File: config.mk
export PLATFORM = sky130hd
export DESIGN_NAME = seq_chunk_adder
export DESIGN_NICKNAME = d
export VERILOG_FILES = /design/src/rtl/adder_pkg.sv /design/src/rtl/chunk_adder.sv /design/src/rtl/seq_chunk_adder.sv
export SDC_FILE = /design/constraint.sdc
export NUM_CORES = 1
export LEC_CHECK = 0
export CAP_MARGIN = 0
export CORE_AREA = 2 2 128 130
export DETAILED_ROUTE_END_ITERATION = 10
export DIE_AREA = 0 0 130 132
export GPL_TIMING_DRIVEN = 0
export PLACE_DENSITY_LB_ADDON = 0.08
export SETUP_SLACK_MARGIN = 0.02
export SYNTH_ARGS = -nofsm -noshare
export SYNTH_HDL_FRONTEND = slang
export SYNTH_SLANG_ARGS = --single-unit
File: constraint.sdc
create_clock -name clk -period 3.11 [get_ports clk]
set_input_delay 0.311 -clock clk [delete_from_list [all_inputs] [get_ports clk]]
set_output_delay 0.311 -clock clk [all_outputs]
set_load 0.1 [all_outputs]
File: src/rtl/adder_pkg.sv
// Shared types and elaboration helpers for the chunked adder.
// Holds the FSM state encoding, counter sizing and the geometry check.
package adder_pkg;

    typedef enum logic [1:0] {
        IDLE = 2'd0,
        RUN  = 2'd1,
        DONE = 2'd2
    } state_t;

    // Chunk counter width; at least one bit so the counter always exists.
    function automatic int cnt_width(input int nchunk);
        return (nchunk < 2) ? 1 : $clog2(nchunk);
    endfunction

    // Operand width must split into two or more whole chunks.
    function automatic bit chunk_ok(input int width, input int chunk);
        return (chunk > 0) && (width % chunk == 0) && (width / chunk >= 2);
    endfunction

endpackage

File: src/rtl/chunk_adder.sv
// Combinational WIDTH-bit ripple adder used as one slice of a wide add.
// Ports: a, b, cin -> sum, cout, c_msb_in (carry into the top bit).
module chunk_adder #(
    parameter int WIDTH = 8
) (
    input  logic [WIDTH-1:0] a,
    input  logic [WIDTH-1:0] b,
    input  logic             cin,
    output logic [WIDTH-1:0] sum,
    output logic             cout,
    output logic             c_msb_in
);

    logic c;

    always_comb begin
        sum      = '0;
        c_msb_in = 1'b0;
        c        = cin;
        for (int i = 0; i < WIDTH; i++) begin
            if (i == WIDTH - 1) begin
                c_msb_in = c;
            end
            sum[i] = a[i] ^ b[i] ^ c;
            c      = (a[i] & b[i]) | (c & (a[i] ^ b[i]));
        end
        cout = c;
    end

endmodule

File: src/rtl/seq_chunk_adder.sv
// Multi-cycle add/subtract: one CHUNK-bit ripple slice per clock, carry kept in a register.
// Ports: clk, rst_n, in_valid/in_ready, A, B, cin, sub, out_valid/out_ready, Y, cout
// (+ ovf when SEQ_ADDER_OVF_EN is defined).
module seq_chunk_adder
    import adder_pkg::*;
#(
    parameter int WIDTH = 32,
    parameter int CHUNK = 8
) (
    input  logic             clk,
    input  logic             rst_n,
    input  logic             in_valid,
    output logic             in_ready,
    input  logic [WIDTH-1:0] A,
    input  logic [WIDTH-1:0] B,
    input  logic             cin,
    input  logic             sub,
    output logic             out_valid,
    input  logic             out_ready,
    output logic [WIDTH-1:0] Y,
    output logic             cout
`ifdef SEQ_ADDER_OVF_EN
    ,
    output logic             ovf
`endif
);

    localparam int NCHUNK = WIDTH / CHUNK;
    localparam int CW     = cnt_width(NCHUNK);
    localparam bit CFG_OK = chunk_ok(WIDTH, CHUNK);
    localparam logic [CW-1:0] LAST = CW'(NCHUNK - 1);

    generate
        if (!CFG_OK) begin : g_bad_cfg
            $error("seq_chunk_adder: WIDTH must be a multiple of CHUNK with >= 2 chunks");
        end
    endgenerate

    state_t state;
    state_t state_next;

    logic [WIDTH-1:0] a_sh;
    logic [WIDTH-1:0] b_sh;
    logic [WIDTH-1:0] y_r;
    logic [CW-1:0]    cnt;
    logic             carry;
    logic             cout_r;

    logic [CHUNK-1:0] sum;
    logic             c_out;
`ifdef SEQ_ADDER_OVF_EN
    logic             c_msb;
    logic             ovf_r;
`else
    logic             c_msb_unused;
`endif

    chunk_adder #(
        .WIDTH(CHUNK)
    ) u_slice (
        .a        (a_sh[CHUNK-1:0]),
        .b        (b_sh[CHUNK-1:0]),
        .cin      (carry),
        .sum      (sum),
        .cout     (c_out),
`ifdef SEQ_ADDER_OVF_EN
        .c_msb_in (c_msb)
`else
        .c_msb_in (c_msb_unused)
`endif
    );

    wire accept = in_valid && in_ready;
    wire last   = (cnt == LAST);

    always_ff @(posedge clk or negedge rst_n) begin
        if (!rst_n) begin
            state <= IDLE;
        end else begin
            state <= state_next;
        end
    end

    always_comb begin
        state_next = state;
        unique case (state)
            IDLE: begin
                if (in_valid) begin
                    state_next = RUN;
                end
            end
            RUN: begin
                if (last) begin
                    state_next = DONE;
                end
            end
            DONE: begin
                if (out_ready) begin
                    state_next = IDLE;
                end
            end
            default: state_next = IDLE;
        endcase
    end

    // Datapath. Subtract is A + ~B + ~cin, so B is inverted at capture
    // and the initial carry is cin ^ sub.
    always_ff @(posedge clk or negedge rst_n) begin
        if (!rst_n) begin
            a_sh   <= '0;
            b_sh   <= '0;
            y_r    <= '0;
            cnt    <= '0;
            carry  <= 1'b0;
            cout_r <= 1'b0;
`ifdef SEQ_ADDER_OVF_EN
            ovf_r  <= 1'b0;
`endif
        end else begin
            if (accept) begin
                a_sh  <= A;
                b_sh  <= sub ? ~B : B;
                carry <= cin ^ sub;
                y_r   <= '0;
                cnt   <= '0;
`ifdef SEQ_ADDER_OVF_EN
                ovf_r <= 1'b0;
`endif
            end else if (state == RUN) begin
                // New chunk enters at the top; after NCHUNK shifts
                // every chunk lands in its natural position.
                y_r   <= {sum, y_r[WIDTH-1:CHUNK]};
                carry <= c_out;
                a_sh  <= a_sh >> CHUNK;
                b_sh  <= b_sh >> CHUNK;
                cnt   <= cnt + CW'(1);
                if (last) begin
                    cout_r <= c_out;
`ifdef SEQ_ADDER_OVF_EN
                    ovf_r  <= c_msb ^ c_out;
`endif
                end
            end
        end
    end

    assign in_ready  = (state == IDLE);
    assign out_valid = (state == DONE);
    assign Y         = y_r;
    assign cout      = cout_r;
`ifdef SEQ_ADDER_OVF_EN
    assign ovf       = ovf_r;
`endif

endmodule

Word-level counts from Yosys, hierarchy flattened
Index checks and enable logic that the tools add are counted.
{"block": "word_totals", "ff_bits": 102, "output_inout_bits": 35, "wordCells": 77}
{"block": "op_classes", "add_sub_neg": 1, "eq_ne": 6, "muxes": 15, "bitwise_logic": 43, "n_reduce_logical": 5}
{"cell": "32-bit 2-to-1 mux", "n": 7}
{"cell": "32-bit inverter", "n": 1}
{"cell": "1-bit bitwise XOR", "n": 17}
{"cell": "1-bit bitwise AND", "n": 16}
{"cell": "2-bit 2-to-1 mux", "n": 5}
{"cell": "1-bit bitwise OR", "n": 8}
{"cell": "2-bit case mux with 3 select lines", "n": 1}
{"cell": "3-bit AND reduction", "n": 2}
{"cell": "2-bit equality test (second input constant)", "n": 2}
{"cell": "2-bit inequality test (second input constant)", "n": 2}
{"cell": "2-bit by 1-bit adder with 2-bit output (second input constant)", "n": 1}
{"cell": "2-bit by 1-bit equality test with 1-bit output (second input constant)", "n": 1}
{"cell": "2-bit logical NOT", "n": 1}
{"cell": "1-bit 2-to-1 mux", "n": 2}
{"cell": "2-bit by 1-bit inequality test with 1-bit output (second input constant)", "n": 1}
{"cell": "2-bit nonzero test", "n": 1}
{"cell": "1-bit logical AND", "n": 1}
{"cell": "1-bit inverter", "n": 1}

Logic depth before layout (Yosys ltp)
Gate-level depths: netlist of run 1.
{"block": "logic_depth", "ltp_word": 19, "ltp_mapped": 16}

Hierarchy
Synthesis of run 1 repeated with hierarchy kept, for this count alone.
{"block": "unflattened", "hier_cells": 476, "area_unflattened_um2": 4659.5}
{"mod": "seq_chunk_adder", "n_inst": 1, "cells_each": 458, "area_per_inst_um2": 4461.8, "seq_area_each_um2": 2552.4}
{"mod": "chunk_adder", "n_inst": 1, "cells_each": 18, "area_per_inst_um2": 197.7, "seq_area_each_um2": 0.0}

Worst setup path before layout of run 1
Ideal clock, no wire load.
{"block": "synth_path", "kind": "register -> register", "start": "reg a_sh[0]", "end": "reg carry", "setup_time_ns": 0.076, "arrival_ns": 3.356, "path_slack_ns": -0.322, "stages_incl_launch_ff": 17, "synth_period_minus_slack_ns": 3.432, "cell_sequence": "dfrtp_1 > inv_1 > fa_1 > fa_1 > fa_1 > fa_1 > inv_1 > fa_1 > inv_1 > fa_1 > inv_1 > fa_1 > inv_1 > fa_1 > nand3b_1 > o211ai_2 > o21ai_1"}
{"block": "synth_between", "elab_chain_len": 19}
{"item": "start: declaration", "line_no": "seq_chunk_adder.sv:42", "rtl": "logic [WIDTH-1:0] a_sh;"}
{"item": "start signal: assignment", "line_no": "seq_chunk_adder.sv:134", "rtl": "a_sh <= a_sh >> CHUNK;"}
{"item": "1-bit bitwise XOR", "line_no": "chunk_adder.sv:25", "rtl": "c = (a[i] & b[i]) | (c & (a[i] ^ b[i]));"}
{"item": "1-bit bitwise AND", "line_no": "chunk_adder.sv:25"}
{"item": "1-bit bitwise OR *", "line_no": "chunk_adder.sv:25"}
{"item": "1-bit bitwise AND *", "line_no": "chunk_adder.sv:25"}
{"item": "1-bit bitwise OR *", "line_no": "chunk_adder.sv:25"}
{"item": "1-bit bitwise AND *", "line_no": "chunk_adder.sv:25"}
{"item": "1-bit bitwise OR *", "line_no": "chunk_adder.sv:25"}
{"item": "1-bit bitwise AND *", "line_no": "chunk_adder.sv:25"}
{"item": "[... 3 more ...]"}
{"item": "1-bit bitwise AND *", "line_no": "chunk_adder.sv:25"}
{"item": "1-bit bitwise OR *", "line_no": "chunk_adder.sv:25"}
{"item": "1-bit bitwise AND *", "line_no": "chunk_adder.sv:25"}
{"item": "1-bit bitwise OR *", "line_no": "chunk_adder.sv:25"}
{"item": "1-bit bitwise AND *", "line_no": "chunk_adder.sv:25"}
{"item": "1-bit bitwise OR *", "line_no": "chunk_adder.sv:25"}
{"item": "1-bit 2-to-1 mux *", "line_no": "seq_chunk_adder.sv:129", "rtl": "end else if (state == RUN) begin"}
{"item": "1-bit 2-to-1 mux *", "line_no": "seq_chunk_adder.sv:120", "rtl": "if (accept) begin"}
{"item": "end signal: assignment", "line_no": "seq_chunk_adder.sv:123", "rtl": "carry <= cin ^ sub;"}
{"item": "end signal: assignment", "line_no": "seq_chunk_adder.sv:133", "rtl": "carry <= c_out;"}
{"item": "end: declaration", "line_no": "seq_chunk_adder.sv:46", "rtl": "logic carry;"}
Mark *: on every way between the ends. The rest lies on a longest branch, timed or not. The select of a mux whose other input is x is not followed.
A chain may end at the register's enable or synchronous reset.

Worst setup path after layout of run 1
{"block": "layout_path", "start": "reg a_sh[0]", "end": "reg y_r[31], in the netlist Y[31]"}
{"block": "layout_between", "elab_chain_len": 18}
{"item": "1-bit bitwise XOR", "line_no": "chunk_adder.sv:25"}
{"item": "1-bit bitwise AND", "line_no": "chunk_adder.sv:25"}
{"item": "1-bit bitwise OR *", "line_no": "chunk_adder.sv:25"}
{"item": "1-bit bitwise AND *", "line_no": "chunk_adder.sv:25"}
{"item": "1-bit bitwise OR *", "line_no": "chunk_adder.sv:25"}
{"item": "1-bit bitwise AND *", "line_no": "chunk_adder.sv:25"}
{"item": "1-bit bitwise OR *", "line_no": "chunk_adder.sv:25"}
{"item": "1-bit bitwise AND *", "line_no": "chunk_adder.sv:25"}
{"item": "[... 2 more ...]"}
{"item": "1-bit bitwise OR *", "line_no": "chunk_adder.sv:25"}
{"item": "1-bit bitwise AND *", "line_no": "chunk_adder.sv:25"}
{"item": "1-bit bitwise OR *", "line_no": "chunk_adder.sv:25"}
{"item": "1-bit bitwise AND *", "line_no": "chunk_adder.sv:25"}
{"item": "1-bit bitwise OR *", "line_no": "chunk_adder.sv:25"}
{"item": "1-bit bitwise XOR *", "line_no": "chunk_adder.sv:24", "rtl": "sum[i] = a[i] ^ b[i] ^ c;"}
{"item": "32-bit 2-to-1 mux *", "line_no": "seq_chunk_adder.sv:129"}
{"item": "32-bit 2-to-1 mux *", "line_no": "seq_chunk_adder.sv:120"}
{"item": "end signal: assignment", "line_no": "seq_chunk_adder.sv:132", "rtl": "y_r <= {sum, y_r[WIDTH-1:CHUNK]};"}
{"item": "end: declaration", "line_no": "seq_chunk_adder.sv:44", "rtl": "logic [WIDTH-1:0] y_r;"}
Marks and branches as above.

==> impl_metrics.tcl, run 1 <==
set metrics [dict create \
    outcome "finished with violations" \
    violations "hold timing, setup timing" \
    finClkSkew_ps 6.228 \
    worstSkewPairLatency_ps 350 \
    synth_flop_cell "dfrtp_1" \
    yosysUniqueCellTypes 22 \
    p_int_uw 3707 \
    p_leak_uw 0.002870 \
    grt_max_degree 54 \
    synth_warnings 0 \
    syn_to_final_growth_pct 35.07 \
    crit_path_max_fanout 2 \
    finalMaxSlewViolations 0 \
    drv_cap 0 \
    syn_nets 547 \
    synth_top_area_share_pct 54.53 \
    rsz0062_at_grt "yes" \
    slew_headroom_pct 34.05 \
    drcViolationCount 0 \
    clk_pin_slew_worst_paths_ps 70 \
    cts_root_buffer "clkbuf_16" \
    grt_pass1_vias 3955 \
    firstDrtPassIters 4 \
    switchingPower_uw 3693 \
    crit_chain "inv_2, fa_2, fa_2, fa_2, fa_2, inv_2, fa_2, inv_2, fa_2, inv_2, fa_2, inv_2, fa_2, o21ai_1" \
    gp_congestion 0.7971 \
    dieHeight_um 132 \
    antennaDiodeCount 0 \
    final_antenna_net_count 0 \
    drive_above_1_share_pct 10.02 \
    path_class "flip-flop to flip-flop" \
    worst-slew-pin-transition_ps 986.2 \
    rows 46 \
    cpMaxStageDelayCell "fa_2" \
    fp.coreArea_sq_um 15710 \
    worst_slack_ps -302.3 \
    placed_cells 788 \
    required_ps 3330 \
    pwr-share-clk_pct 14.9 \
    die_w_um 130 \
    fin_cells 805 \
    power_density_nw_per_um2 1171 \
    slowest_delay_ps 510 \
    fill_cells 1594 \
    clock_sinks 102 \
    io_pins 105 \
    path_common_cell "fa_2" \
    synth_edf_count 0 \
    totalPowerFinal_uw 7400 \
    grt_usage_pct 15.93 \
    die_area_sq_um 17160 \
    yosysMostFrequentCell "nand2_1" \
    synth_area_leader_cell "dfrtp_1" \
    htree_levels 3 \
    period_minus_slack_ps 3412 \
    finalCritPeriodShare_pct 109.7 \
    hold_path_class "input pin to async pin" \
    antenna_found_initial 0 \
    synth.area.top_cells "dfrtp_1, nand2_1, xnor2_1" \
    post_drt_wl_per_cell_um 16.13 \
    seqPwrFrac_pct 30.9 \
    clk_path_buf_depth 2 \
    final_nets 663 \
    dp_hpwl_mm 9.611 \
    yosysSeqAreaShare_pct 54.53 \
    max_freq_mhz 293.1 \
    synthCells 468 \
    switching_share_pct 49.91 \
    ys_ff_latch 102 \
    globalRouteOverflowTotal 0 \
    critPathArrivalTime_ps 3640 \
    drt-vias-per-instance 4.594 \
    ir_drop_mv 0.5291 \
    grt_pass1_wl_mm 21.03 \
    p_comb_share_pct 54.2 \
    cts_tree "built" \
    drt_wl_total_mm 12.99 \
    multi_input_area_sq_um 1864 \
    hold_violations 3 \
    async_reset_ff_share_pct 100.0 \
    num_vias 3698 \
    cts_buffers 9 \
    start_kind "flip-flop" \
    crit_path_end_kind "flip-flop" \
    ys_top_cells_by_count "nand2_1, dfrtp_1, nand3_1" \
    port_buffers 103 \
    drt_iter0_drc 194 \
    syn_area_sq_um 4681 \
    avgSynthCellArea_sq_um 10.00 \
    seqCellArea_sq_um 2552 \
    finalSetupViolCount 4 \
    start_util_pct 29.79 \
    whs_ps -3.460 \
]
-- power groups by stage --
stage | clock [uW] | combinational, uW | sequential [uW]
final | 1100 | 4010 | 2290
after global routing | 1190 | 4340 | 2360
after CTS | 1140 | 4070 | 2290
after detailed placement | 0 | 4040 | 2310
after global placement | 0 | 3980 | 2300
after floorplan | 0 | 1670 | 3470
-- worst paths after layout --
check                                    start                   end  slack [ps]  depth (start not counted)
min reg2reg                a_sh[7]$_DFFE_PN0P_   a_sh[7]$_DFFE_PN0P_         480                          2
max reg2reg                a_sh[0]$_DFFE_PN0P_     Y[31]$_DFFE_PN0P_        -300                         14
min                                      rst_n     Y[10]$_DFFE_PN0P_          -3                          1
max in group asynchronous                rst_n  b_sh[29]$_DFFE_PN0P_        2400                          2
max                        a_sh[0]$_DFFE_PN0P_     Y[31]$_DFFE_PN0P_        -300                         14
min in group clk                           sub   b_sh[2]$_DFFE_PN0P_         450                          4
-- repair_timing --
item,in CTS,in global routing
gates resized for setup,7,1
setup buffers,0,1
endpoints found under the setup margin,4,4
hold buffers,0,0
pin swaps,1,3
-- cell usage in the layout, fill, tap and decap left out, types with 5 or more instances in the layout --
master,n
nand3_1,49
o21ai_1,16
dfrtp_1,102
nand2_1,120
xnor2_1,33
inv_1,13
clkbuf_16,9
a221o_1,24
buf_6,8
nor2_1,25
inv_2,5
buf_2,17
clkbuf_1,12
clkdlybuf4s50_1,102
fa_2,8
a22oi_1,24
-- worst max-delay path, delay by kind of cell, from the launching register on --
kind            cells  cell delay [ps]
compound gates      1               50
fa+ha+maj           8             2620
buf+inv             5              250
flops               1              360
-- layer usage --
metal / vias to the layer above / GRT usage [%] / wire length, um
met5: - / 0 / 0
met4: 0 / 5.436 / 266
met3: 15 / 3.856 / 649
met2: 100 / 24.17 / 5939
met1: 1792 / 22.25 / 6132
li1: 1791 / - / -
-- cells by family after synthesis --
group / after synthesis / share of synthesized area, %
AND/OR/NAND/NOR: 201 / 18.10
flip-flops: 102 / 54.53
AO/OA/AOI/OAI: 69 / 11.44
buffers and inverters: 54 / 6.068
XOR/XNOR: 33 / 6.175
adder cells (fa/ha/maj): 9 / 3.689
-- layout make-up --
class	count	area share (%)
Clock buffer	13	4.275
Multi-Input combinational cell	312	29.49
Clock inverter	3	0.2771
Buffer	36	3.424
Sequential cell	102	40.37
Tap cell	216	4.275
Timing Repair Buffer	105	16.82
Inverter	18	1.069
-- metrics by stage --
stage / area, sq um / worst slack, ps / util (%) / TNS [ps]
2_1_floorplan: 4691 / -160.5 / - / -376.9
3_3_place_gp: 5992 / -2261 / 38.14 / -230630
5_1_grt: 6322 / -414.7 / 40.24 / -1192
3_5_place_dp: 6017 / -351.6 / 38.29 / -899.8
6_report: 6322 / -302.3 / 40.24 / -761.1
4_1_cts: 6315 / -320.0 / 40.19 / -821.7
-- state kept, by name, indices dropped and copies added (netlist names) --
name / flops
Y: 32
cnt: 2
carry: 1
state: 2
a_sh: 32
b_sh: 32
cout: 1
No activity file was read; power rests on OpenSTA's default activity.
==> run 2: changes to the inputs <==
CTS_CLUSTER_DIAMETER = 150   (was unset)
SYNTH_HIERARCHICAL = 1   (was unset)
==> run 2 against run 1 <==
The flow finishes with violations (setup timing); first-iteration DRC count rose by 16%; combinational power down 6.2%; sequential power fell by 3%; largest power group unchanged; global-route usage is 0.83 points lower; routed wire length fell by 5.1%; non-clock buffer count increased by 3; critical path type unchanged.
==> impl_metrics.tcl, run 2 <==
set metrics [dict create \
    outcome "finished with violations" \
    violations "setup timing" \
    final_nets 672 \
    dp_hpwl_mm 9.235 \
    placed_cells 796 \
    period_minus_slack_ps 3524 \
    avgSynthCellArea_sq_um 9.789 \
    crit_path_max_fanout 2 \
    crit_path_end_kind "flip-flop" \
    worst_slack_ps -413.5 \
    syn_area_sq_um 4659 \
    yosysMostFrequentCell "nand2_1" \
    fin_cells 813 \
    die_w_um 130 \
    ys_ff_latch 102 \
    yosysUniqueCellTypes 24 \
    syn_nets 555 \
    num_vias 3710 \
    cts_buffers 9 \
    path_class "flip-flop to flip-flop" \
    grt_usage_pct 15.10 \
    layout_common_cells "nand2_1, dfrtp_1, clkdlybuf4s50_1" \
    final_antenna_net_count 0 \
    synth_area_leader_cell "dfrtp_1" \
    synth_top_area_share_pct 54.78 \
    post_drt_wl_per_cell_um 15.16 \
    drv_cap 0 \
    synth.area.top_cells "dfrtp_1, nand2_1, xnor2_1" \
    clk_path_buf_depth 2 \
    grt_pass1_wl_mm 20.02 \
    firstDrtPassIters 4 \
    cts_tree "built" \
    start_kind "flip-flop" \
    fp.coreArea_sq_um 15710 \
    hold_violations 0 \
    globalRouteOverflowTotal 0 \
    htree_levels 3 \
    worstSkewPairLatency_ps 350 \
    antenna_found_initial 0 \
    drive_above_1_share_pct 8.543 \
    cts_root_buffer "clkbuf_16" \
    required_ps 3350 \
    synthCells 476 \
    max_freq_mhz 283.8 \
    rows 46 \
    synth_warnings 6 \
    gp_congestion 0.7563 \
    critPathArrivalTime_ps 3770 \
    fill_cells 1601 \
    ir_drop_mv 0.5095 \
    worst-slew-pin-transition_ps 1009 \
    finalCritPeriodShare_pct 113.3 \
    io_pins 105 \
    synth_flop_cell "dfrtp_1" \
    layout_commonest_cell "nand2_1" \
    hold_path_class "input pin to flip-flop" \
    p_leak_uw 0.002890 \
    dieHeight_um 132 \
    async_reset_ff_share_pct 100.0 \
    final_util_pct 39.97 \
    port_buffers 103 \
    finalSetupViolCount 4 \
    drt_iter0_drc 226 \
    grt_pass1_vias 3817 \
    drt_wl_total_mm 12.33 \
    ys_top_cells_by_count "nand2_1, dfrtp_1, nand3_1" \
    rsz0062_at_grt "yes" \
    antennaDiodeCount 0 \
    ff2ff_path_depth 13 \
    finalMaxSlewViolations 0 \
    finClkSkew_ps 6.196 \
    clock_sinks 102 \
    grt_max_degree 69 \
    syn_to_final_growth_pct 34.77 \
    die_area_sq_um 17160 \
    power_density_nw_per_um2 1115 \
    start_util_pct 29.65 \
    synth_edf_count 0 \
    hold-path-cell-count 4 \
    clk_pin_slew_worst_paths_ps 70 \
    yosysSeqAreaShare_pct 54.78 \
    drt-vias-per-instance 4.563 \
    drcViolationCount 0 \
    slew_headroom_pct 32.54 \
]
[run 2: cell types whose count changed after synthesis, sizes merged, moves of 5 or more]
cell   previous run  this run
nand2           120       140
o21ai            19        10
inv              18        11
buf              25        30
[run 2: power breakdown]
group | total, uW | leakage, uW | internal (uW) | switching, uW
clock network | 1030 | 0.000128 | 533 | 494
registers | 2210 | 0.00133 | 1850 | 365
logic | 3760 | 0.00144 | 1100 | 2660
[run 2: area by class of cell]
| type | count | area [sq um] | share of cell area (%) |
|---|---|---|---|
| well taps | 216 | 270.3 | 4.304 |
| plain buffers | 38 | 205.2 | 3.268 |
| repair buffers | 106 | 1074 | 17.10 |
| clock buffers | 10 | 229.0 | 3.646 |
| inverters | 11 | 41.29 | 0.6575 |
| clock inverters | 5 | 27.53 | 0.4383 |
| multi-input cells | 325 | 1881 | 29.95 |
| flip-flops and latches | 102 | 2552 | 40.65 |
[run 2: metal layers]
| layer | share of wire, % | GRT usage (%) | vias to the layer above |
|---|---|---|---|
| met5 | 0 | 0 | - |
| met1 | 46 | 20.31 | 1787 |
| met4 | 0.88 | 3.584 | 0 |
| met2 | 48 | 24.29 | 92 |
| li1 | - | - | 1824 |
| met3 | 4.9 | 4.018 | 7 |
[run 2: through the flow]
step	TNS [ps]	setup WS, ps	total power [uW]	hold WS, ps	area (sq um)
global route	-1540	-496.0	7498	480.2	6280
global placement	-239100	-2335	5981	463.3	5976
CTS	-1278	-447.2	7102	434.3	6280
floorplan	-712.2	-288.5	4916	15.41	4674
finish	-1170	-413.5	7002	436.1	6280
detailed placement	-1687	-550.5	6032	314.0	6001
[run 2: final timing paths]
kind	slack, ps	from	end
worst max-delay path	-410	carry$_DFFE_PN0P_	cout$_DFFE_PN0P_
worst min-delay path	440	sub	b_sh[2]$_DFFE_PN0P_
worst max register to register	-410	carry$_DFFE_PN0P_	cout$_DFFE_PN0P_
worst min register to register	480	a_sh[16]$_DFFE_PN0P_	a_sh[16]$_DFFE_PN0P_
max in group asynchronous	1930	rst_n	b_sh[1]$_DFFE_PN0P_
min in group asynchronous	460	rst_n	a_sh[28]$_DFFE_PN0P_
[run 2: logic make-up after synthesis]
logic type,count (synthesis),share of synthesized area [%]
simple gates,221,19.47
flops,102,54.78
buf+inv,49,5.290
fa+ha+maj,9,3.706
xor+xnor,33,6.203
compound gates,61,10.31
mux,1,0.2417
[run 2: timing repair]
item                                    CTS  global route
pin swaps                                 9             4
endpoints found under the hold margin    34             0
endpoints found under the setup margin    4             4
gates resized for setup                   6             0
hold buffers                              1             0
setup buffers                             1             0
[run 2: critical path, cell delays in order, from the launching register on]
cell     delay [ps]
dfrtp_1         400
fa_2            390
inv_2            60
fa_2            190
inv_2            40
fa_2            340
fa_2            370
fa_2            350
fa_2            340
inv_2            60
fa_2            200
inv_2            50
fa_2            350
mux2_2          270
==> run 3: changes to the inputs <==
CORE_AREA = 5 5 131 133   (was 2 2 128 130)
DIE_AREA = 0 0 136 138   (was 0 0 130 132)
==> run 3 against run 2 <==
The run ends with hold timing, setup timing left; clock power rose by 5%; flip-flop and latch count unchanged; final area up 0.28%; critical path type unchanged; highest routed layer unchanged.
==> impl_metrics.tcl, run 3 (same netlist as run 2, synthesis figures left out) <==
set metrics [dict create \
    outcome "finished with violations" \
    violations "hold timing, setup timing" \
    finalMaxSlewViolations 0 \
    worst-slew-pin-transition_ps 1005 \
    cts_tree "built" \
    start_kind "flip-flop" \
    num_vias 3669 \
    ff2ff_path_depth 13 \
    fp.coreArea_sq_um 15710 \
    max_freq_mhz 283.7 \
    fill_cells 1570 \
    finalSetupViolCount 4 \
    antennaDiodeCount 0 \
    finClkSkew_ps 5.406 \
    io_pins 105 \
    clk_path_buf_depth 2 \
    dieHeight_um 138 \
    cts_buffers 9 \
    globalRouteOverflowTotal 0 \
    ir_drop_mv 0.4698 \
    gp_congestion 0.7326 \
    die_w_um 136 \
    drt-vias-per-instance 4.513 \
    worst_slack_ps -414.8 \
    post_drt_wl_per_cell_um 15.41 \
    rsz0062_at_grt "yes" \
    worstSkewPairLatency_ps 340 \
    critPathArrivalTime_ps 3750 \
    hold_buffers 0 \
    clock_sinks 102 \
    grt_max_degree 59 \
    required_ps 3340 \
    met1_usage_pct 18.88 \
    drt_iter0_drc 194 \
    hold_path_class "input pin to async pin" \
    syn_to_final_growth_pct 35.15 \
    setup_tns_ps -1138 \
    antenna_found_initial 0 \
    cts_root_buffer "clkbuf_16" \
    die_area_sq_um 18770 \
    whs_ps -20.76 \
    firstDrtPassIters 4 \
    final_nets 671 \
    r2r_end "cout$_DFFE_PN0P_" \
    met2_usage_pct 21.90 \
    drcViolationCount 0 \
    drive_above_1_share_pct 8.375 \
    totalPowerFinal_uw 7056 \
    grt_usage_pct 13.70 \
    grt_pass1_wl_mm 20.47 \
    clk_pin_slew_worst_paths_ps 70 \
    rows 46 \
    grt_pass1_vias 3917 \
    finalCritPeriodShare_pct 113.3 \
    port_buffers 103 \
    start_util_pct 29.65 \
    pre_cts_slack_ps -583.9 \
    gr-usage-met3_pct 2.431 \
    layout_common_cells "nand2_1, dfrtp_1, clkdlybuf4s50_1" \
    crit_path_max_fanout 2 \
    crit_path_end_kind "flip-flop" \
    top_usage_layer "met2" \
    layout_commonest_cell "nand2_1" \
    p_leak_uw 0.002895 \
    drv_cap 0 \
    dp_hpwl_mm 9.590 \
    htree_levels 3 \
    final_util_pct 40.08 \
    drt_wl_total_mm 12.53 \
    timing.rr.start "carry$_DFFE_PN0P_" \
    hold_violations 26 \
    power_density_nw_per_um2 1120 \
    rrSetupSlack_ps -410 \
    period_minus_slack_ps 3525 \
    slew_headroom_pct 32.79 \
    final_antenna_net_count 0 \
    path_class "flip-flop to flip-flop" \
]
run 3: final cells by class:
cell class | instances | area, sq um | share of cell area, %
multi-input combinational | 325 | 1883 | 29.90
clock buffer | 16 | 281.5 | 4.470
inverter | 11 | 41.29 | 0.6557
tap | 216 | 270.3 | 4.292
timing repair buffer | 105 | 1064 | 16.89
sequential | 102 | 2552 | 40.53
buffer | 38 | 205.2 | 3.258
run 3: how the worst max path moves through the flow:
stage                         from              endpoint  slack [ps]  cells after the start
3_3_place_gp                 rst_n  b_sh[24]$_DFFE_PN0P_       -2320                      1
5_1_grt          carry$_DFFE_PN0P_      cout$_DFFE_PN0P_        -530                     13
6_report         carry$_DFFE_PN0P_      cout$_DFFE_PN0P_        -410                     13
2_1_floorplan  a_sh[0]$_DFFE_PN0P_      cout$_DFFE_PN0P_        -290                     13
4_1_cts          carry$_DFFE_PN0P_      cout$_DFFE_PN0P_        -470                     13
3_5_place_dp   a_sh[0]$_DFFE_PN0P_      cout$_DFFE_PN0P_        -580                     13
run 3: report_power, final:
part,leakage (uW),internal [uW],switching [uW]
Sequential,0.00133,1850,358
Combinational,0.00143,1100,2670
Clock,0.000137,611,467
Total,0.00290,3560,3500
run 3: per-layer routing:
metal,wire (um),part of all wire (%),vias up
met5,0,0,-
met4,114,0.91,0
met3,580,4.6,5
met2,6061,48,81
met1,5772,46,1768
li1,-,-,1815
run 3: critical path: stages (launching register included):
cell and delay, ps:
dfrtp_1 400, fa_2 400, inv_2 60, fa_2 200, inv_2 40, fa_2 330
fa_2 350, fa_2 340, fa_2 340, inv_2 60, fa_2 220, inv_2 50
fa_2 350, mux2_2 270
run 3: what timing repair did:
item / 4_1_cts / 5_1_grt
buffers inserted: 1 / 0
gates resized for setup: 5 / 2
endpoints found under the setup margin: 4 / 4
pin swaps: 9 / 4
run 3: stage by stage:
step	instances	area, sq um
after global placement	795	5976
after detailed placement	796	6001
final	813	6297
after floorplan	476	4674
after global routing	813	6297
after CTS	813	6295
